**config.mk**
```make
export PLATFORM = sky130hd
export DESIGN_NAME = int_div_arb_flat
export DESIGN_NICKNAME = d
export VERILOG_FILES = /design/src/rtl/int_div_arb_if.sv /design/src/rtl/int_div_arb.sv /design/src/flat_wrapper.sv
export SDC_FILE = /design/constraint.sdc
export NUM_CORES = 1
export LEC_CHECK = 0
export BUFFER_PORTS_ARGS = -buffer_cell sky130_fd_sc_hd__buf_4
export CAP_MARGIN = 40
export CORE_AREA = 2 2 231 233
export DETAILED_ROUTE_END_ITERATION = 12
export DIE_AREA = 0 0 233 235
export HOLD_SLACK_MARGIN = 0.08
export PLACE_DENSITY = 0.45
export SETUP_SLACK_MARGIN = 0.3
export SKIP_CTS_REPAIR_TIMING = 1
export SLEW_MARGIN = 40
export SYNTH_ARGS = -nofsm -noshare
export SYNTH_HDL_FRONTEND = slang
export SYNTH_SLANG_ARGS = --single-unit
```
**constraint.sdc**
```tcl
create_clock -name i_clk -period 15.3 [get_ports i_clk]
set_input_delay 1.53 -clock i_clk [delete_from_list [all_inputs] [get_ports i_clk]]
set_output_delay 1.53 -clock i_clk [all_outputs]
set_load 0.03 [all_outputs]
```
**src/rtl/int_div_arb_if.sv**
```systemverilog
// int_div_arb_if: request, response and divider-side signals of the two-port divider arbiter.
interface int_div_arb_if #(parameter int W = 64);
  logic flush;
  logic [1:0] req_valid;
  logic [1:0] req_ready;
  logic [1:0] req_unsigned;
  logic [1:0] req_residual;
  logic [1:0] req_rv32;
  logic [1:0][W-1:0] req_a1;
  logic [1:0][W-1:0] req_a2;
  logic [1:0] resp_valid;
  logic [1:0][W-1:0] resp_res;
  logic [1:0] resp_err;
  logic div_ena;
  logic div_unsigned;
  logic div_residual;
  logic div_rv32;
  logic [W-1:0] div_a1;
  logic [W-1:0] div_a2;
  logic div_busy;
  logic div_valid;
  logic [W-1:0] div_res;
  modport slave(
    input flush, req_valid, req_unsigned, req_residual, req_rv32, req_a1, req_a2, div_busy, div_valid, div_res,
    output req_ready, resp_valid, resp_res, resp_err, div_ena, div_unsigned, div_residual, div_rv32, div_a1, div_a2
  );
  modport master(
    output flush, req_valid, req_unsigned, req_residual, req_rv32, req_a1, req_a2, div_busy, div_valid, div_res,
    input req_ready, resp_valid, resp_res, resp_err, div_ena, div_unsigned, div_residual, div_rv32, div_a1, div_a2
  );
endinterface

```
**src/rtl/int_div_arb.sv**
```systemverilog
// int_div_arb: round-robin two-port sequencer for the shared divider with timeout; optional result cache via INT_DIV_ARB_CACHE_EN.
module int_div_arb #(
  parameter int RISCV_ARCH = 64,
  parameter int TIMEOUT = 64
) (
  input logic i_clk,
  input logic i_rst,
  int_div_arb_if.slave b
);
  typedef enum logic [1:0] {IDLE, ISSUE, WAIT, RESP} state_t;
  state_t state, state_n;
  logic ptr, owner, gnt, accept, hit, err, expire;
  logic [RISCV_ARCH-1:0] res, hit_res;
  logic [7:0] timer;
`ifdef INT_DIV_ARB_CACHE_EN
  logic c_valid, c_unsigned, c_residual, c_rv32;
  logic [RISCV_ARCH-1:0] c_a1, c_a2, c_res;
  always_comb begin
    hit = c_valid && c_a1 == b.req_a1[gnt] && c_a2 == b.req_a2[gnt] && c_unsigned == b.req_unsigned[gnt]
      && c_residual == b.req_residual[gnt] && c_rv32 == b.req_rv32[gnt];
    hit_res = c_res;
  end
  // A flush in the same cycle as a divider result leaves the entry invalid.
  always_ff @(posedge i_clk or posedge i_rst)
    if (i_rst) begin
      c_valid <= 1'b0;
      c_unsigned <= 1'b0;
      c_residual <= 1'b0;
      c_rv32 <= 1'b0;
      c_a1 <= '0;
      c_a2 <= '0;
      c_res <= '0;
    end else begin
      c_valid <= !b.flush && (c_valid || (state == WAIT && b.div_valid));
      if (state == WAIT && b.div_valid) begin
        c_unsigned <= b.div_unsigned;
        c_residual <= b.div_residual;
        c_rv32 <= b.div_rv32;
        c_a1 <= b.div_a1;
        c_a2 <= b.div_a2;
        c_res <= b.div_res;
      end
    end
`else
  logic unused_flush;
  assign unused_flush = b.flush;
  assign hit = 1'b0;
  assign hit_res = '0;
`endif
  always_comb begin
    gnt = &b.req_valid ? ptr : b.req_valid[1];
    accept = state == IDLE && |b.req_valid && !i_rst;
    b.req_ready = {gnt, ~gnt} & {2{accept}};
    b.div_ena = state == ISSUE && !b.div_busy;
    expire = timer == 8'(TIMEOUT - 2);
    b.resp_valid = {owner, ~owner} & {2{state == RESP}};
    b.resp_err = b.resp_valid & {2{err}};
    b.resp_res[0] = b.resp_valid[0] ? res : {RISCV_ARCH{1'b0}};
    b.resp_res[1] = b.resp_valid[1] ? res : {RISCV_ARCH{1'b0}};
    state_n = state;
    case (state)
      IDLE: state_n = accept ? (hit ? RESP : ISSUE) : IDLE;
      ISSUE: state_n = b.div_busy ? ISSUE : WAIT;
      WAIT: state_n = (b.div_valid || expire) ? RESP : WAIT;
      default: state_n = IDLE;
    endcase
  end
  always_ff @(posedge i_clk or posedge i_rst)
    if (i_rst) begin
      state <= IDLE;
      ptr <= 1'b0;
      owner <= 1'b0;
      timer <= '0;
      res <= '0;
      err <= 1'b0;
      b.div_unsigned <= 1'b0;
      b.div_residual <= 1'b0;
      b.div_rv32 <= 1'b0;
      b.div_a1 <= '0;
      b.div_a2 <= '0;
    end else begin
      state <= state_n;
      if (accept) begin
        owner <= gnt;
        b.div_unsigned <= b.req_unsigned[gnt];
        b.div_residual <= b.req_residual[gnt];
        b.div_rv32 <= b.req_rv32[gnt];
        b.div_a1 <= b.req_a1[gnt];
        b.div_a2 <= b.req_a2[gnt];
        res <= hit_res;
        err <= 1'b0;
      end
      if (b.div_ena)
        timer <= '0;
      else if (state == WAIT)
        timer <= timer + 8'd1;
      // A result arriving on the expiry cycle is still taken as good.
      if (state == WAIT && b.div_valid) begin
        res <= b.div_res;
        err <= 1'b0;
      end else if (state == WAIT && expire) begin
        res <= '0;
        err <= 1'b1;
      end
      if (state == RESP)
        ptr <= ~owner;
    end
endmodule
```
**src/flat_wrapper.sv**
```systemverilog
// flat-port wrapper written by rule: the top's interface ports become plain ports
module int_div_arb_flat 
#(
  parameter int RISCV_ARCH = 64,
  parameter int TIMEOUT = 64
)
  (i_clk, i_rst, b_flush, b_req_valid, b_req_unsigned, b_req_residual, b_req_rv32, b_req_a1, b_req_a2, b_div_busy, b_div_valid, b_div_res, b_req_ready, b_resp_valid, b_resp_res, b_resp_err, b_div_ena, b_div_unsigned, b_div_residual, b_div_rv32, b_div_a1, b_div_a2);
  int_div_arb_if b_i ();
  input logic i_clk;
  input logic i_rst;
  input wire logic [$bits(b_i.flush)-1:0] b_flush;
  input wire logic [$bits(b_i.req_valid)-1:0] b_req_valid;
  input wire logic [$bits(b_i.req_unsigned)-1:0] b_req_unsigned;
  input wire logic [$bits(b_i.req_residual)-1:0] b_req_residual;
  input wire logic [$bits(b_i.req_rv32)-1:0] b_req_rv32;
  input wire logic [$bits(b_i.req_a1)-1:0] b_req_a1;
  input wire logic [$bits(b_i.req_a2)-1:0] b_req_a2;
  input wire logic [$bits(b_i.div_busy)-1:0] b_div_busy;
  input wire logic [$bits(b_i.div_valid)-1:0] b_div_valid;
  input wire logic [$bits(b_i.div_res)-1:0] b_div_res;
  output wire logic [$bits(b_i.req_ready)-1:0] b_req_ready;
  output wire logic [$bits(b_i.resp_valid)-1:0] b_resp_valid;
  output wire logic [$bits(b_i.resp_res)-1:0] b_resp_res;
  output wire logic [$bits(b_i.resp_err)-1:0] b_resp_err;
  output wire logic [$bits(b_i.div_ena)-1:0] b_div_ena;
  output wire logic [$bits(b_i.div_unsigned)-1:0] b_div_unsigned;
  output wire logic [$bits(b_i.div_residual)-1:0] b_div_residual;
  output wire logic [$bits(b_i.div_rv32)-1:0] b_div_rv32;
  output wire logic [$bits(b_i.div_a1)-1:0] b_div_a1;
  output wire logic [$bits(b_i.div_a2)-1:0] b_div_a2;
  assign b_i.flush = b_flush;
  assign b_i.req_valid = b_req_valid;
  assign b_i.req_unsigned = b_req_unsigned;
  assign b_i.req_residual = b_req_residual;
  assign b_i.req_rv32 = b_req_rv32;
  assign b_i.req_a1 = b_req_a1;
  assign b_i.req_a2 = b_req_a2;
  assign b_i.div_busy = b_div_busy;
  assign b_i.div_valid = b_div_valid;
  assign b_i.div_res = b_div_res;
  assign b_req_ready = b_i.req_ready;
  assign b_resp_valid = b_i.resp_valid;
  assign b_resp_res = b_i.resp_res;
  assign b_resp_err = b_i.resp_err;
  assign b_div_ena = b_i.div_ena;
  assign b_div_unsigned = b_i.div_unsigned;
  assign b_div_residual = b_i.div_residual;
  assign b_div_rv32 = b_i.div_rv32;
  assign b_div_a1 = b_i.div_a1;
  assign b_div_a2 = b_i.div_a2;
  int_div_arb #(.RISCV_ARCH(RISCV_ARCH), .TIMEOUT(TIMEOUT)) u_core (.i_clk(i_clk), .i_rst(i_rst), .b(b_i));
endmodule
```
=== Word-level counts from Yosys, hierarchy flattened ===
Index checks and enable logic that the tools add are counted.

* Memories: 0
* Logic and storage cells: 60
* Output and inout bits: 266
* Bits in registers: 208
* Bits in latches: 0
* Input port bits: 333
* Bits in writable memories: 0
* ROM bits: 0

* Reduce and logical (&&, ||, !) cells: 13
* $lt $le $gt $ge: 1
* Multiply operators: 0
* Shift-type cells: 0
* Div/mod/pow operators: 0
* Add/sub/neg operators: 1
* Eq/ne operators: 4
* Bitwise gates (word level): 5
* Multiplexer cells: 25

{| class="wikitable"
|+ Operators by type and width
! cell !! number
|-
| 64-bit 2-to-1 mux || 9
|-
| 8-bit 2-to-1 mux || 2
|-
| 1-bit 2-to-1 mux || 12
|-
| 8-bit by 1-bit adder with 8-bit output, second input constant || 1
|-
| 8-bit by 6-bit == test with 1-bit output, second input constant || 1
|-
| 2-bit AND || 3
|-
| 2-bit case mux with 3 select lines || 1
|-
| 1-bit logical AND || 5
|-
| 2-bit == test, second input constant || 2
|-
| 3-bit nonzero test || 1
|-
| 2-bit by 1-bit == test with 1-bit output, second input constant || 1
|-
| 1-bit zero test || 2
|-
| 2-bit zero test || 1
|-
| 1-bit by 2-bit < comparator with 1-bit output, second input constant || 1
|-
| 2-bit 2-to-1 mux || 1
|-
| 1-bit NOT || 2
|-
| 2-bit AND reduction || 1
|-
| 2-bit nonzero test || 1
|-
| 2-bit OR reduction || 1
|-
| 1-bit logical OR || 1
|}

=== Longest topological paths before layout ===
* Word-level depth: 6
* Gate-level depth with buffers: 6
* Gate-level depth less buffers: 4

=== Worst setup path before layout ===
Ideal clock, no wire load.

* Kind: input port to output port
* Start point: input port i_rst
* End point: output port b_req_ready[0]
* Stages on the path: 4
* Required time: 13.770 ns
* Path slack: 11.383 ns
* Arrival: 2.387 ns
* Path buffers: 2
* Cells stage by stage: nor3_4 > and3_1 > buf_2 > buf_2

* Word-level cells in the longest chain between the ends: 3

{| class="wikitable"
|+ Ends and longest elaborated chain
! element !! RTL line !! source
|-
| from (decl) || flat_wrapper.sv:10 || <nowiki>input logic i_rst;</nowiki>
|-
| 1-bit zero test || int_div_arb.sv:52 || <nowiki>accept = state == IDLE && |b.req_valid && !i_rst;</nowiki>
|-
| 1-bit logical AND || int_div_arb.sv:52 ||
|-
| 2-bit AND || int_div_arb.sv:53 || <nowiki>b.req_ready = {gnt, ~gnt} & {2{accept}};</nowiki>
|-
| to (decl) || flat_wrapper.sv:21 || <nowiki>output wire logic [$bits(b_i.req_ready)-1:0] b_req_ready;</nowiki>
|}

Every way passes these cells.

=== Worst setup path after layout ===
Ends and elaborated chain as after synthesis.

==> impl_metrics.csv <==
group,metric,value,unit
clock_network,cts_made_buffers,28,
outcome,status,"complete, no violations",
global_route,grt_overflow,0,
job,cap_violations,0,
sta,setup-tns-final,0,ns
logic_synthesis,syn_inst,959,
logic_synthesis,async_flop_share,1.00,
place,hpwl,31.2,mm
clock_network,cts_max_level,1,
clock_network,insertion_delay,0.55,ns
place,post_dp_cell_area,15200,um^2
hold_path,hold_start,"u_core.timer[5]",
sta,final_max_slew_viol_count,0,
floorplanning,start_util,0.196,
global_route,grt_max_degree,81,
routing,ant_nets,0,
sta,worst_hold_slack,0.488,ns
clock_network,cts_tree,"yes",
logic_synthesis,ys.flop_type,"dfrtp_1",
setup_path,cp-start-kind,"input port",
sta,hold_viol_final,0,
sta,worstMarginPinSlew,0.862,ns
logic_synthesis,synth_area_per_cell,10.7,um^2
place,place_congestion,0.784,
routing,post_drt_wl_per_cell,20.0,um
sta,fin_crit,5.05,ns
hold_path,hold_path_class,"reg2reg",
setup_path,r2r_slack,12.10,ns
setup_path,cp.required,13.77,ns
setup_path,endpoint,"b_req_ready[0]",
finish,layout_common_cells,"buf_4 (602), dfrtp_1 (208), nand2_1 (133), a221o_1 (132), a21boi_0 (131)",
setup_path,endpoint_kind,"output pin",
logic_synthesis,yosys_warnings,0,
floorplanning,rows,84,
logic_synthesis,ys_types,35,
global_route,antenna_found_initial,0,
logic_synthesis,synthesis.nets,1294,
power_and_ir_drop,design_power_total,2.92,mW
sta,fin_skew,0.00942,ns
floorplanning,core_area,52200,um^2
clock_network,cts_root_buf,"clkbuf_16",
clock_network,clk_path_buf_depth,3,
floorplanning,die_w,233,um
routing,drtPass1Iterations,5,
sta,rsz0062_at_grt,"false",
setup_path,rr_worst_depth,5,
finish,fin_util,0.310,
power_and_ir_drop,peakVddDrop,0.0000937,V
global_route,grt_usage,0.153,
setup_path,critical_path_class,"in2out",
global_route,first_global_vias,10100,
sta,slew_headroom,0.425,
clock_network,cts_sinks,208,
logic_synthesis,ys_seq_area_frac,0.508,
routing,vias_per_cell,4.53,
power_and_ir_drop,leakagePower,7.79,nW
finish,area_growth,58.1,%
finish,diodes,0,
finish,drive_above_1_share,0.441,
sta,setup_violations,0,
floorplanning,die_h,235,um
place,port_buffers,597,
setup_path,timing.rr.start,"u_core.state[1]",
logic_synthesis,netlist_area,10200,um^2
power_and_ir_drop,power_density,180,nW/um^2
floorplanning,io_pins,599,
setup_path,cp.arrival,3.52,ns
floorplanning,die_area,54800,um^2
finish,final_nets,1832,
setup_path,path_max_fanout,64,
finish,fillers,5423,
routing,post-route-drc-count,0,
logic_synthesis,synth_edf_count,0,
routing,vias,9969,
sta,clock.fmax,198,MHz
global_route,grt_pass1_wl,65.6,mm
setup_path,critPathLaunch,"i_rst",
setup_path,r2r-end,"u_core.b.div_a2[50]",
sta,period_share,0.330,
finish,final_common_cell,"buf_4",
routing,wl,44.1,mm
clock_network,clk_pin_slew,0.05,ns
finish,design_area,16200,um^2
logic_synthesis,synth-seq-cells,208,
routing,initialDrtViolationCount,506,
[flip-flops by register name, summed over array words and instances (netlist names)]
name and count:
u_core.b.div_residual 1, u_core.ptr 1, u_core.b.div_unsigned 1, u_core.owner 1
u_core.b.div_a1 64, u_core.b.div_rv32 1, u_core.err 1, u_core.state 2
u_core.res 64, u_core.timer 8, u_core.b.div_a2 64
[logic make-up (layout without fill, tap and decap cells)]
| logic type | Yosys count | after routing | share of synthesized area |
|---|---|---|---|
| AO/OA/AOI/OAI | 340 | 340 | 0.281 |
| XOR/XNOR | 1 | 1 | 0.000855 |
| adder cells (fa/ha/maj) | 2 | 2 | 0.00244 |
| buffers and inverters | 110 | 666 | 0.0563 |
| flip-flops | 208 | 208 | 0.508 |
| multiplexers | 4 | 4 | 0.00403 |
| AND/OR/NAND/NOR | 294 | 294 | 0.147 |
[per-layer routing]
metal / share of wire / global-route usage
met5: 0 / 0
met3: 0.086 / 0.0455
met2: 0.49 / 0.260
met4: 0.018 / 0.0357
met1: 0.41 / 0.191
[power breakdown]
part,switching [mW],internal [mW],leakage (nW)
Clock,0.254,0.409,0.461
Combinational,0.784,0.548,4.67
Sequential,0.150,0.769,2.66
[critical path, cell delays in order]
cell	delay (ns)
buf_4	0.15
nor3_4	0.16
buf_4	0.52
and3_4	0.84
buf_4	0.29
[cell type report]
type	instances	area, um^2	share of cell area
Clock inverter	7	85.1	0.00526
Inverter	6	30.0	0.00186
Clock buffer	41	841	0.0519
Multi-Input combinational cell	641	4490	0.277
Timing Repair Buffer	612	4680	0.289
Sequential cell	208	5200	0.322
Tap cell	688	861	0.0532
[synth_stat cells, types with 2 or more instances]
| cell type | count | area [um^2] |
|---|---|---|
| a21boi_0 | 131 | 983 |
| a21oi_1 | 7 | 35.0 |
| a221o_1 | 132 | 1320 |
| a311oi_1 | 2 | 17.5 |
| and2_1 | 131 | 820 |
| and3_1 | 4 | 25.0 |
| and4_1 | 2 | 17.5 |
| buf_2 | 44 | 220 |
| buf_4 | 11 | 82.6 |
| buf_6 | 9 | 101 |
| clkbuf_1 | 40 | 150 |
| dfrtp_1 | 208 | 5200 |
| ha_1 | 2 | 25.0 |
| inv_1 | 6 | 22.5 |
| mux2i_1 | 3 | 30.0 |
| nand2_1 | 133 | 499 |
| nand2b_1 | 4 | 25.0 |
| nand3_1 | 2 | 10.0 |
| nor2_1 | 7 | 26.3 |
| nor2b_1 | 2 | 12.5 |
| nor3_1 | 2 | 10.0 |
| o31ai_1 | 64 | 480 |
[worst min-delay path by stage]
stage | endpoint | slack, ns | cells past startpoint
6_report | u_core.timer[5] | 0.49 | 1
5_1_grt | u_core.timer[5] | 0.50 | 1
4_1_cts | u_core.timer[7] | 0.49 | 1
3_5_place_dp | u_core.timer[5] | 0.48 | 1
3_3_place_gp | u_core.timer[5] | 0.47 | 1
2_1_floorplan | u_core.timer[5] | 0.44 | 1
[stage by stage]
| stage | instances | worst slack, ns |
|---|---|---|
| 2_1_floorplan | 959 | 8.09 |
| 3_3_place_gp | 2150 | 10.19 |
| 3_5_place_dp | 2152 | 10.17 |
| 4_1_cts | 2200 | 10.17 |
| 5_1_grt | 2203 | 10.12 |
| 6_report | 2203 | 10.25 |
Note: power is estimated with default switching activity, not from simulation.
